<file path="config.mk">
export PLATFORM = sky130hd
export DESIGN_NAME = hazard_scoreboard_unit_flat
export DESIGN_NICKNAME = d
export VERILOG_FILES = /design/src/rtl/hazard_scoreboard_unit_if.sv /design/src/rtl/hazard_scoreboard_unit.sv /design/src/flat_wrapper.sv
export SDC_FILE = /design/constraint.sdc
export NUM_CORES = 1
export LEC_CHECK = 0
export CAP_MARGIN = 20
export CORE_UTILIZATION = 38
export CTS_BUF_LIST = sky130_fd_sc_hd__clkbuf_2
export DETAILED_ROUTE_END_ITERATION = 8
export MAX_ROUTING_LAYER = met4
export SLEW_MARGIN = 10
export SYNTH_ARGS = -nofsm -noshare
export SYNTH_HDL_FRONTEND = slang
export SYNTH_SLANG_ARGS = --single-unit
</file>
<file path="constraint.sdc">
create_clock -name clk -period 4.6 [get_ports clk]
set_clock_uncertainty 0.2 [all_clocks]
set_input_delay 0.92 -clock clk [delete_from_list [all_inputs] [get_ports clk]]
set_output_delay 0.92 -clock clk [all_outputs]
set_load 0.005 [all_outputs]
</file>
<file path="src/rtl/hazard_scoreboard_unit_if.sv">
// ID-stage <-> hazard scoreboard unit signal bundle.
// Handshake: id_valid offers the ID instruction; it is accepted (issues) only in a cycle
// where id_valid=1 and the unit reports normal mode (pc_write=1, IF_ID_flush=0); otherwise ID holds or drops it.
interface hazard_scoreboard_unit_if #(
  parameter int REG_ADDR_W  = 5,
  parameter int LAT_W       = 3,
  parameter int STALL_CNT_W = 32
);
  logic                   id_valid;
  logic [REG_ADDR_W-1:0]  id_rs1;
  logic                   id_rs1_used;
  logic [REG_ADDR_W-1:0]  id_rs2;
  logic                   id_rs2_used;
  logic [REG_ADDR_W-1:0]  id_rd;
  logic                   id_rd_we;
  logic [LAT_W-1:0]       id_lat;
  logic                   flush_i;
  logic                   pipe_hold;
  logic                   pc_write;
  logic                   IF_ID_write;
  logic                   ctrl_sel;
  logic                   IF_ID_flush;
  logic [STALL_CNT_W-1:0] stall_cycles;
  // Decoded arbitration mode: 0 normal, 1 hazard stall, 2 flush, 3 hold.
  logic [1:0]             dbg_mode;

  modport master (
    output id_valid, id_rs1, id_rs1_used, id_rs2, id_rs2_used,
           id_rd, id_rd_we, id_lat, flush_i, pipe_hold,
    input  pc_write, IF_ID_write, ctrl_sel, IF_ID_flush, stall_cycles, dbg_mode
  );

  modport slave (
    input  id_valid, id_rs1, id_rs1_used, id_rs2, id_rs2_used,
           id_rd, id_rd_we, id_lat, flush_i, pipe_hold,
    output pc_write, IF_ID_write, ctrl_sel, IF_ID_flush, stall_cycles, dbg_mode
  );
endinterface

</file>
<file path="src/rtl/hazard_scoreboard_unit.sv">
// Per-register countdown scoreboard for variable-latency producers with hold/flush/stall arbitration.
// Optional macro HZD_WAW_CHECK_EN: also stall a younger write that would finish before an older pending write to the same rd.
module hazard_scoreboard_unit #(
  parameter int NUM_REGS    = 32,
  parameter int REG_ADDR_W  = 5,
  parameter int MAX_LAT     = 7,
  parameter int LAT_W       = 3,
  parameter int STALL_CNT_W = 32
) (
  input  logic                     clk,
  input  logic                     rst_n,
  hazard_scoreboard_unit_if.slave  bus
);

  typedef enum logic [1:0] {
    MODE_NORMAL = 2'd0,
    MODE_HAZ    = 2'd1,
    MODE_FLUSH  = 2'd2,
    MODE_HOLD   = 2'd3
  } mode_e;

  localparam logic [LAT_W-1:0] MAX_LAT_C = LAT_W'(MAX_LAT);

  // x0 has no entry; lookups of index 0 fall through to zero.
  logic [LAT_W-1:0]       cnt_q [1:NUM_REGS-1];
  logic [STALL_CNT_W-1:0] stall_q;

  logic [LAT_W-1:0] rs1_cnt;
  logic [LAT_W-1:0] rs2_cnt;
  logic [LAT_W-1:0] lat_eff;
  logic             rs1_pend;
  logic             rs2_pend;
  logic             waw_pend;
  logic             haz;
  logic             alloc;
  mode_e            mode;

  always_comb begin
    rs1_cnt = '0;
    rs2_cnt = '0;
    for (int r = 1; r < NUM_REGS; r++) begin
      if (bus.id_rs1 == REG_ADDR_W'(r)) rs1_cnt = cnt_q[r];
      if (bus.id_rs2 == REG_ADDR_W'(r)) rs2_cnt = cnt_q[r];
    end
  end

  assign lat_eff  = (bus.id_lat > MAX_LAT_C) ? MAX_LAT_C : bus.id_lat;
  assign rs1_pend = bus.id_rs1_used && (bus.id_rs1 != '0) && (rs1_cnt != '0);
  assign rs2_pend = bus.id_rs2_used && (bus.id_rs2 != '0) && (rs2_cnt != '0);

`ifdef HZD_WAW_CHECK_EN
  logic [LAT_W-1:0] rd_cnt;

  always_comb begin
    rd_cnt = '0;
    for (int r = 1; r < NUM_REGS; r++) begin
      if (bus.id_rd == REG_ADDR_W'(r)) rd_cnt = cnt_q[r];
    end
  end

  assign waw_pend = bus.id_valid && bus.id_rd_we && (bus.id_rd != '0) && (rd_cnt > lat_eff);
`else
  assign waw_pend = 1'b0;
`endif

  assign haz = (bus.id_valid && (rs1_pend || rs2_pend)) || waw_pend;

  always_comb begin
    mode = MODE_NORMAL;
    if (bus.pipe_hold)    mode = MODE_HOLD;
    else if (bus.flush_i) mode = MODE_FLUSH;
    else if (haz)         mode = MODE_HAZ;
  end

  always_comb begin
    bus.pc_write    = 1'b1;
    bus.IF_ID_write = 1'b1;
    bus.ctrl_sel    = 1'b1;
    bus.IF_ID_flush = 1'b0;
    unique case (mode)
      MODE_HOLD: begin
        bus.pc_write    = 1'b0;
        bus.IF_ID_write = 1'b0;
      end
      MODE_FLUSH: begin
        bus.ctrl_sel    = 1'b0;
        bus.IF_ID_flush = 1'b1;
      end
      MODE_HAZ: begin
        bus.pc_write    = 1'b0;
        bus.IF_ID_write = 1'b0;
        bus.ctrl_sel    = 1'b0;
      end
      default: ;
    endcase
  end

  // Zero-latency producers never allocate; any older pending count keeps running down.
  assign alloc = (mode == MODE_NORMAL) && bus.id_valid && bus.id_rd_we &&
                 (bus.id_rd != '0) && (bus.id_lat != '0);

  for (genvar r = 1; r < NUM_REGS; r++) begin : g_cnt
    always_ff @(posedge clk or negedge rst_n) begin
      if (!rst_n) begin
        cnt_q[r] <= '0;
      end else if (mode != MODE_HOLD) begin
        if (alloc && (bus.id_rd == REG_ADDR_W'(r))) begin
          cnt_q[r] <= lat_eff;
        end else if (cnt_q[r] != '0) begin
          cnt_q[r] <= cnt_q[r] - LAT_W'(1);
        end
      end
    end
  end

  always_ff @(posedge clk or negedge rst_n) begin
    if (!rst_n) begin
      stall_q <= '0;
    end else if ((mode == MODE_HAZ) && !(&stall_q)) begin
      stall_q <= stall_q + STALL_CNT_W'(1);
    end
  end

  assign bus.stall_cycles = stall_q;
  assign bus.dbg_mode     = mode;

endmodule

</file>
<file path="src/flat_wrapper.sv">
// flat-port wrapper written by rule: the top's interface ports become plain ports
module hazard_scoreboard_unit_flat 
#(
  parameter int NUM_REGS    = 32,
  parameter int REG_ADDR_W  = 5,
  parameter int MAX_LAT     = 7,
  parameter int LAT_W       = 3,
  parameter int STALL_CNT_W = 32
)
  (clk, rst_n, bus_id_valid, bus_id_rs1, bus_id_rs1_used, bus_id_rs2, bus_id_rs2_used, bus_id_rd, bus_id_rd_we, bus_id_lat, bus_flush_i, bus_pipe_hold, bus_pc_write, bus_IF_ID_write, bus_ctrl_sel, bus_IF_ID_flush, bus_stall_cycles, bus_dbg_mode);
  hazard_scoreboard_unit_if #(.REG_ADDR_W(REG_ADDR_W), .LAT_W(LAT_W), .STALL_CNT_W(STALL_CNT_W)) bus_i ();
  input  logic clk;
  input  logic rst_n;
  input wire logic [$bits(bus_i.id_valid)-1:0] bus_id_valid;
  input wire logic [$bits(bus_i.id_rs1)-1:0] bus_id_rs1;
  input wire logic [$bits(bus_i.id_rs1_used)-1:0] bus_id_rs1_used;
  input wire logic [$bits(bus_i.id_rs2)-1:0] bus_id_rs2;
  input wire logic [$bits(bus_i.id_rs2_used)-1:0] bus_id_rs2_used;
  input wire logic [$bits(bus_i.id_rd)-1:0] bus_id_rd;
  input wire logic [$bits(bus_i.id_rd_we)-1:0] bus_id_rd_we;
  input wire logic [$bits(bus_i.id_lat)-1:0] bus_id_lat;
  input wire logic [$bits(bus_i.flush_i)-1:0] bus_flush_i;
  input wire logic [$bits(bus_i.pipe_hold)-1:0] bus_pipe_hold;
  output wire logic [$bits(bus_i.pc_write)-1:0] bus_pc_write;
  output wire logic [$bits(bus_i.IF_ID_write)-1:0] bus_IF_ID_write;
  output wire logic [$bits(bus_i.ctrl_sel)-1:0] bus_ctrl_sel;
  output wire logic [$bits(bus_i.IF_ID_flush)-1:0] bus_IF_ID_flush;
  output wire logic [$bits(bus_i.stall_cycles)-1:0] bus_stall_cycles;
  output wire logic [$bits(bus_i.dbg_mode)-1:0] bus_dbg_mode;
  assign bus_i.id_valid = bus_id_valid;
  assign bus_i.id_rs1 = bus_id_rs1;
  assign bus_i.id_rs1_used = bus_id_rs1_used;
  assign bus_i.id_rs2 = bus_id_rs2;
  assign bus_i.id_rs2_used = bus_id_rs2_used;
  assign bus_i.id_rd = bus_id_rd;
  assign bus_i.id_rd_we = bus_id_rd_we;
  assign bus_i.id_lat = bus_id_lat;
  assign bus_i.flush_i = bus_flush_i;
  assign bus_i.pipe_hold = bus_pipe_hold;
  assign bus_pc_write = bus_i.pc_write;
  assign bus_IF_ID_write = bus_i.IF_ID_write;
  assign bus_ctrl_sel = bus_i.ctrl_sel;
  assign bus_IF_ID_flush = bus_i.IF_ID_flush;
  assign bus_stall_cycles = bus_i.stall_cycles;
  assign bus_dbg_mode = bus_i.dbg_mode;
  hazard_scoreboard_unit #(.NUM_REGS(NUM_REGS), .REG_ADDR_W(REG_ADDR_W), .MAX_LAT(MAX_LAT), .LAT_W(LAT_W), .STALL_CNT_W(STALL_CNT_W)) u_core (.clk(clk), .rst_n(rst_n), .bus(bus_i));
endmodule
</file>
# [Word level (Yosys, flattened, before mapping)]
# Index checks and enable logic that the tools add are counted.
[word_totals] ff_bits=125 inputBits=26 wordCells=439
[op_classes] n_addsub=32 order_cmp=1 n_eq_ne=97 n_mux=131 reduce_logical=146
[op_table] cell="$mux W3" count=125
[op_table] cell="$eq A5 B5 Y1 const B" count=48
[op_table] cell="$eq A5 B4 Y1 const B" count=24
[op_table] cell="$reduce_bool A3 Y1" count=34
[op_table] cell="$sub A3 B1 Y3 const B" count=31
[op_table] cell="$reduce_and A2 Y1" count=31
[op_table] cell="$reduce_bool A2 Y1" count=31
[op_table] cell="$eq A5 B3 Y1 const B" count=12
[op_table] cell="$logic_and A1 B1 Y1" count=41
[op_table] cell="$add A32 B1 Y32 const B" count=1
[op_table] cell="$reduce_and A32 Y1" count=1
[op_table] cell="$eq A5 B2 Y1 const B" count=6
[op_table] cell="$eq A5 B1 Y1 const B" count=3
[op_table] cell="$reduce_bool A5 Y1" count=3
[op_table] cell="$eq A2 B2 Y1 const B" count=2
[op_table] cell="$mux W1" count=4
[op_table] cell="$mux W2" count=2
[op_table] cell="$reduce_or A2 Y1" count=2
[op_table] cell="$gt A3 B3 Y1 const B" count=1
[op_table] cell="$eq A2 B1 Y1 const B" count=1
[op_table] cell="$logic_not A2 Y1" count=1
[op_table] cell="$ne A2 B2 Y1 const B" count=1
[op_table] cell="$logic_not A1 Y1" count=1
[op_table] cell="$logic_or A1 B1 Y1" count=1

# [Logic depth before layout (Yosys ltp)]
[depth] word_depth=47 depth_mapped=16 depth_no_buf=10

# [Worst setup path after synthesis]
# OpenSTA, ideal clock, no wires.
[synth_path] path_type="input port to output port" from="in bus_id_rs1[1]" to="out bus_pc_write" t_arrival_ns=3.215 path_slack_ns=0.265 path_stages=12 path_buffers=4 cell_sequence="buf_2 > buf_2 > or3b_1 > o211ai_1 > o311ai_0 > or4_1 > a31oi_1 > a21o_1 > nand3_2 > buf_2 > a31oi_1 > buf_4"
[synth_between] elab_chain_len=42
[synth_lines] item="start: declaration" line_no="flat_wrapper.sv:15" text="input wire logic [$bits(bus_i.id_rs1)-1:0] bus_id_rs1;"
[synth_lines] item="$eq A5 B1 Y1" line_no="hazard_scoreboard_unit.sv:42" text="if (bus.id_rs1 == REG_ADDR_W'(r)) rs1_cnt = cnt_q[r];"
[synth_lines] item="$mux W3 (31 in series)" line_no="hazard_scoreboard_unit.sv:42"
[synth_lines] item="$reduce_bool A3 Y1" line_no="hazard_scoreboard_unit.sv:48" text="assign rs1_pend = bus.id_rs1_used && (bus.id_rs1 != '0) && (rs1_cnt != '0);"
[synth_lines] item="$logic_and A1 B1 Y1 (*)" line_no="hazard_scoreboard_unit.sv:48"
[synth_lines] item="$logic_or A1 B1 Y1 (*)" line_no="hazard_scoreboard_unit.sv:66" text="assign haz = (bus.id_valid && (rs1_pend || rs2_pend)) || waw_pend;"
[synth_lines] item="$logic_and A1 B1 Y1 (*)" line_no="hazard_scoreboard_unit.sv:66"
[synth_lines] item="$mux W1 (*)" line_no="hazard_scoreboard_unit.sv:72" text="else if (haz) mode = MODE_HAZ;"
[synth_lines] item="$mux W2 (*)" line_no="hazard_scoreboard_unit.sv:71" text="else if (bus.flush_i) mode = MODE_FLUSH;"
[synth_lines] item="$mux W2 (*)" line_no="hazard_scoreboard_unit.sv:70" text="if (bus.pipe_hold) mode = MODE_HOLD;"
[synth_lines] item="$eq A2 B2 Y1 or $eq A2 B1 Y1 (tied branches)"
[synth_lines] item="$reduce_or A2 Y1 (no line) (*)"
[synth_lines] item="$mux W1 (*)"
[synth_lines] item="end: declaration" line_no="flat_wrapper.sv:24" text="output wire logic [$bits(bus_i.pc_write)-1:0] bus_pc_write;"
# Mark *: on every way between the ends. The rest lies on a longest branch, timed or not.

# [Worst setup path after layout]
[layout_path] from="in bus_id_rs2[1]" to="out bus_dbg_mode[0]"
[layout_between] elab_chain_len=39
[layout_lines] item="start: declaration" line_no="flat_wrapper.sv:17" text="input wire logic [$bits(bus_i.id_rs2)-1:0] bus_id_rs2;"
[layout_lines] item="$eq A5 B1 Y1" line_no="hazard_scoreboard_unit.sv:43" text="if (bus.id_rs2 == REG_ADDR_W'(r)) rs2_cnt = cnt_q[r];"
[layout_lines] item="$mux W3 (31 in series)" line_no="hazard_scoreboard_unit.sv:43"
[layout_lines] item="$reduce_bool A3 Y1" line_no="hazard_scoreboard_unit.sv:49" text="assign rs2_pend = bus.id_rs2_used && (bus.id_rs2 != '0) && (rs2_cnt != '0);"
[layout_lines] item="$logic_and A1 B1 Y1 (*)" line_no="hazard_scoreboard_unit.sv:49"
[layout_lines] item="$logic_or A1 B1 Y1 (*)" line_no="hazard_scoreboard_unit.sv:66"
[layout_lines] item="$logic_and A1 B1 Y1 (*)" line_no="hazard_scoreboard_unit.sv:66"
[layout_lines] item="$mux W1 (*)" line_no="hazard_scoreboard_unit.sv:72"
[layout_lines] item="$mux W2 (*)" line_no="hazard_scoreboard_unit.sv:71"
[layout_lines] item="$mux W2 (*)" line_no="hazard_scoreboard_unit.sv:70"
[layout_lines] item="end: declaration" line_no="flat_wrapper.sv:29" text="output wire logic [$bits(bus_i.dbg_mode)-1:0] bus_dbg_mode;"
# Marked as above.

==> results.cfg <==
[min_path]
worstHoldStart = bus_pipe_hold
min_path_cells = 2
holdPathEnd = u_core.cnt_q[1]$_DFFE_PN0P_
hold_class = input port to flip-flop

[placement]
port-buffer-count = 63
place.gp.congestion = 0.973
dp.final_hpwl_um = 28500

[pwr]
p_comb_share_pct = 53.2
ir_worst_vdd_mv = 0.231
power.total_mw = 5.97
p_per_area_mw_per_mm2 = 443
clkPwrFrac_pct = 12.0
sequentialPowerShare_pct = 34.8
swShare_pct = 46.3
p_sw_mw = 2.77
cellInternalPower_mw = 3.20
leakage_nw = 5.87

[synth]
synth_cell_type_count = 86
synth_commonest_cells = dfrtp_1, nand2_1, inv_1
ys_warn_count = 0
synth_cells = 1266
seq_area_frac_synth_pct = 27.9
synth_top_family_by_area = simple AND/OR/NAND/NOR gates
synth.most_common_cell = dfrtp_1
synth_edf_count = 0
syn-cell-area_mm2 = 0.0112
async_reset_ff_share_pct = 100
synth.top_cell.area_share_pct = 27.9
ys.flop_type = dfrtp_1
synth.area.mux_share_pct = 5.54
synthAdderAreaFrac_pct = 7.03
ys_seq_elements = 125
synth_compound_area_share_pct = 23.4
syn_nets = 1355
syn_avg_cell_area_um2 = 8.86
synth_area_leader_cell = dfrtp_1
yosys.area_share.simple_pct = 26.7
netlist_top_cells_area = dfrtp_1, ha_1, mux2i_1
synthXorXnorAreaFrac_pct = 2.42

[critical_path]
crit_family = buffers and inverters
critical_path_required_ps = 3480
cp-start-kind = input port
cp_cell_sequence = dlygate4sd2_1 -> buf_6 -> buf_4 -> and4b_2 -> and3_1 -> a21oi_2 -> nand4_1 -> and4b_1 -> o41ai_4 -> buf_4 -> nand3_4 -> buf_6 -> a31oi_4 -> inv_1 -> buf_2
slowest_delay_ps = 350
cp_slowest_cell = o41ai_4
r2r_slack_ps = 900
r2r-end = u_core.cnt_q[62]$_DFFE_PN0P_
path_max_fanout = 6
cp_num_buf_inv = 7
cp-end-kind = primary output
r2r_start = u_core.cnt_q[9]$_DFFE_PN0P_
crit_arrival_ps = 3640
cp.depth = 15
crit_type = input port to primary output
reg2regPathDepth = 14

[floorplan]
core_area_mm2 = 0.0289
die_h_um = 174
start_util_pct = 38.8
die_area_mm2 = 0.0302
row_count = 62
die_w_um = 174
ios = 64

[sta]
slew-limit-headroom_pct = 36.4
rsz0062_at_grt = yes
setup_violations = 4
final.period_utilization_pct = 104
tightest_slew_ps = 951
finalHoldViolCount = 0
fmax_mhz = 210
fin_ws_ps = -163
period_needed_ps = 4760
finalHoldWorstSlack_ps = 262
report.final.slew_viol_count = 0

[run]
drv_cap = 0

[global_routing]
grt_pass1_wl_um = 60500
overflow = 0
antenna_found_initial = 2
grt_pass1_vias = 10500
grt_max_degree = 86
grtUsageTotal_pct = 26.5

[clock_network]
htree_levels = 4
clockBufferDepth = 2
numCtsBuffers = 17
cts_num_sinks = 125
clkTransAtPathRegs_ps = 260
clk_latency_ps = 770
cts-root-buf = clkbuf_2
cts_tree = yes

[drt]
wl_per_cell_um = 21.6
routed_wl_um = 38800
ant_nets = 0
drc = 0
drt_iter0_drc = 991
post_drt_via_cell_ratio = 6.11
first_pass_iters = 5
num_vias = 11000

[outcome]
status = complete, but fails checks
violations = setup timing

[layout]
fin_util_pct = 46.7
fin_nets = 1487
drive_gt1_share_pct = 19.1
syn2layout_area_growth_pct = 20.2
## metal layers
metal / share of wire [%] / routed length (um) / track usage, %
met5: 0 / 0 / -
met4: 2.6 / 1010 / 8.74
met3: 6.5 / 2530 / 3.93
met2: 45 / 17300 / 39.3
met1: 46 / 18000 / 36.9
## stage by stage
| step | std cells | cell area, um2 | TNS, ps | setup slack, ps |
|---|---|---|---|---|
| after floorplan | 1266 | 11200 | 0 | 265 |
| after CTS | 1792 | 13400 | -717 | -207 |
| final | 1797 | 13500 | -512 | -163 |
| after detailed placement | 1748 | 13000 | -14190 | -863 |
| after global routing | 1797 | 13500 | -699 | -193 |
| after global placement | 1748 | 13000 | -14220 | -825 |
## final cells by class
| cell class | instances | area (um2) |
|---|---|---|
| inverter | 74 | 278 |
| timing repair buffer | 215 | 1950 |
| sequential | 125 | 3130 |
| multi-input combinational | 965 | 7420 |
| fill | 2822 | 15400 |
| antenna | 2 | 5.00 |
| clock inverter | 14 | 125 |
| tap | 384 | 480 |
| clock buffer | 18 | 90.1 |
## worst max path at each step
| stage | from | endpoint | slack, ps |
|---|---|---|---|
| after global placement | bus_id_rs1[1] | bus_IF_ID_write | -820 |
| after floorplan | bus_id_rs1[1] | bus_pc_write | 270 |
| after CTS | u_core.cnt_q[15]$_DFFE_PN0P_ | bus_dbg_mode[0] | -210 |
| after global routing | bus_id_rs2[1] | bus_dbg_mode[0] | -190 |
| after detailed placement | bus_id_rs1[1] | bus_pc_write | -860 |
| final | bus_id_rs2[1] | bus_dbg_mode[0] | -160 |
## power by group through the flow
stage                     sequential, mW  combinational [mW]  clock [mW]
after global routing                2.13                3.53       0.785
after CTS                           2.05                3.13       0.738
final                               2.08                3.17       0.718
after global placement              2.08                2.95           0
after floorplan                     1.80                2.28           0
after detailed placement            2.08                3.03           0
## repair_timing
action	4_1_cts	5_1_grt
gates cloned	1	0
resized for setup	39	14
setup buffers	12	3
pin swaps	12	9
endpoints found under the setup margin	4	4
hold endpoints to repair	53	0
hold buffers	1	0
## placed cells by master (no fill, tap or decap), types with 29 or more instances in the layout
cell type        count
a21oi_1             38
a2bb2oi_1           34
inv_1               72
nand4_1             39
o22ai_1             41
o21ai_0             67
nand2_1             81
mux2i_1             47
nor2b_1             67
nor2_1              29
clkdlybuf4s50_1     50
buf_4              131
xnor2_1             29
ha_1                63
dfrtp_1            124
## worst reg2reg max path: cells and delay by family, from the launching register on
kind,cells,cell delay (ps)
AND/OR/NAND/NOR,4,1260
AO/OA/AOI/OAI,6,890
buffers and inverters,4,740
flip-flops,1,490
## cell families (layout without fill, tap and decap cells)
logic type,Yosys count,count (layout)
buf+inv,176,321
xor+xnor,31,31
simple gates,461,461
compound gates,353,353
fa+ha+maj,63,63
flops,125,125
other cells,0,2
mux,57,57
## registers in the layout, indices dropped and copies added (netlist names)
signal and flops:
u_core.bus.stall_cycles 32, u_core.cnt_q 93
(Power assumes the default switching activity.)
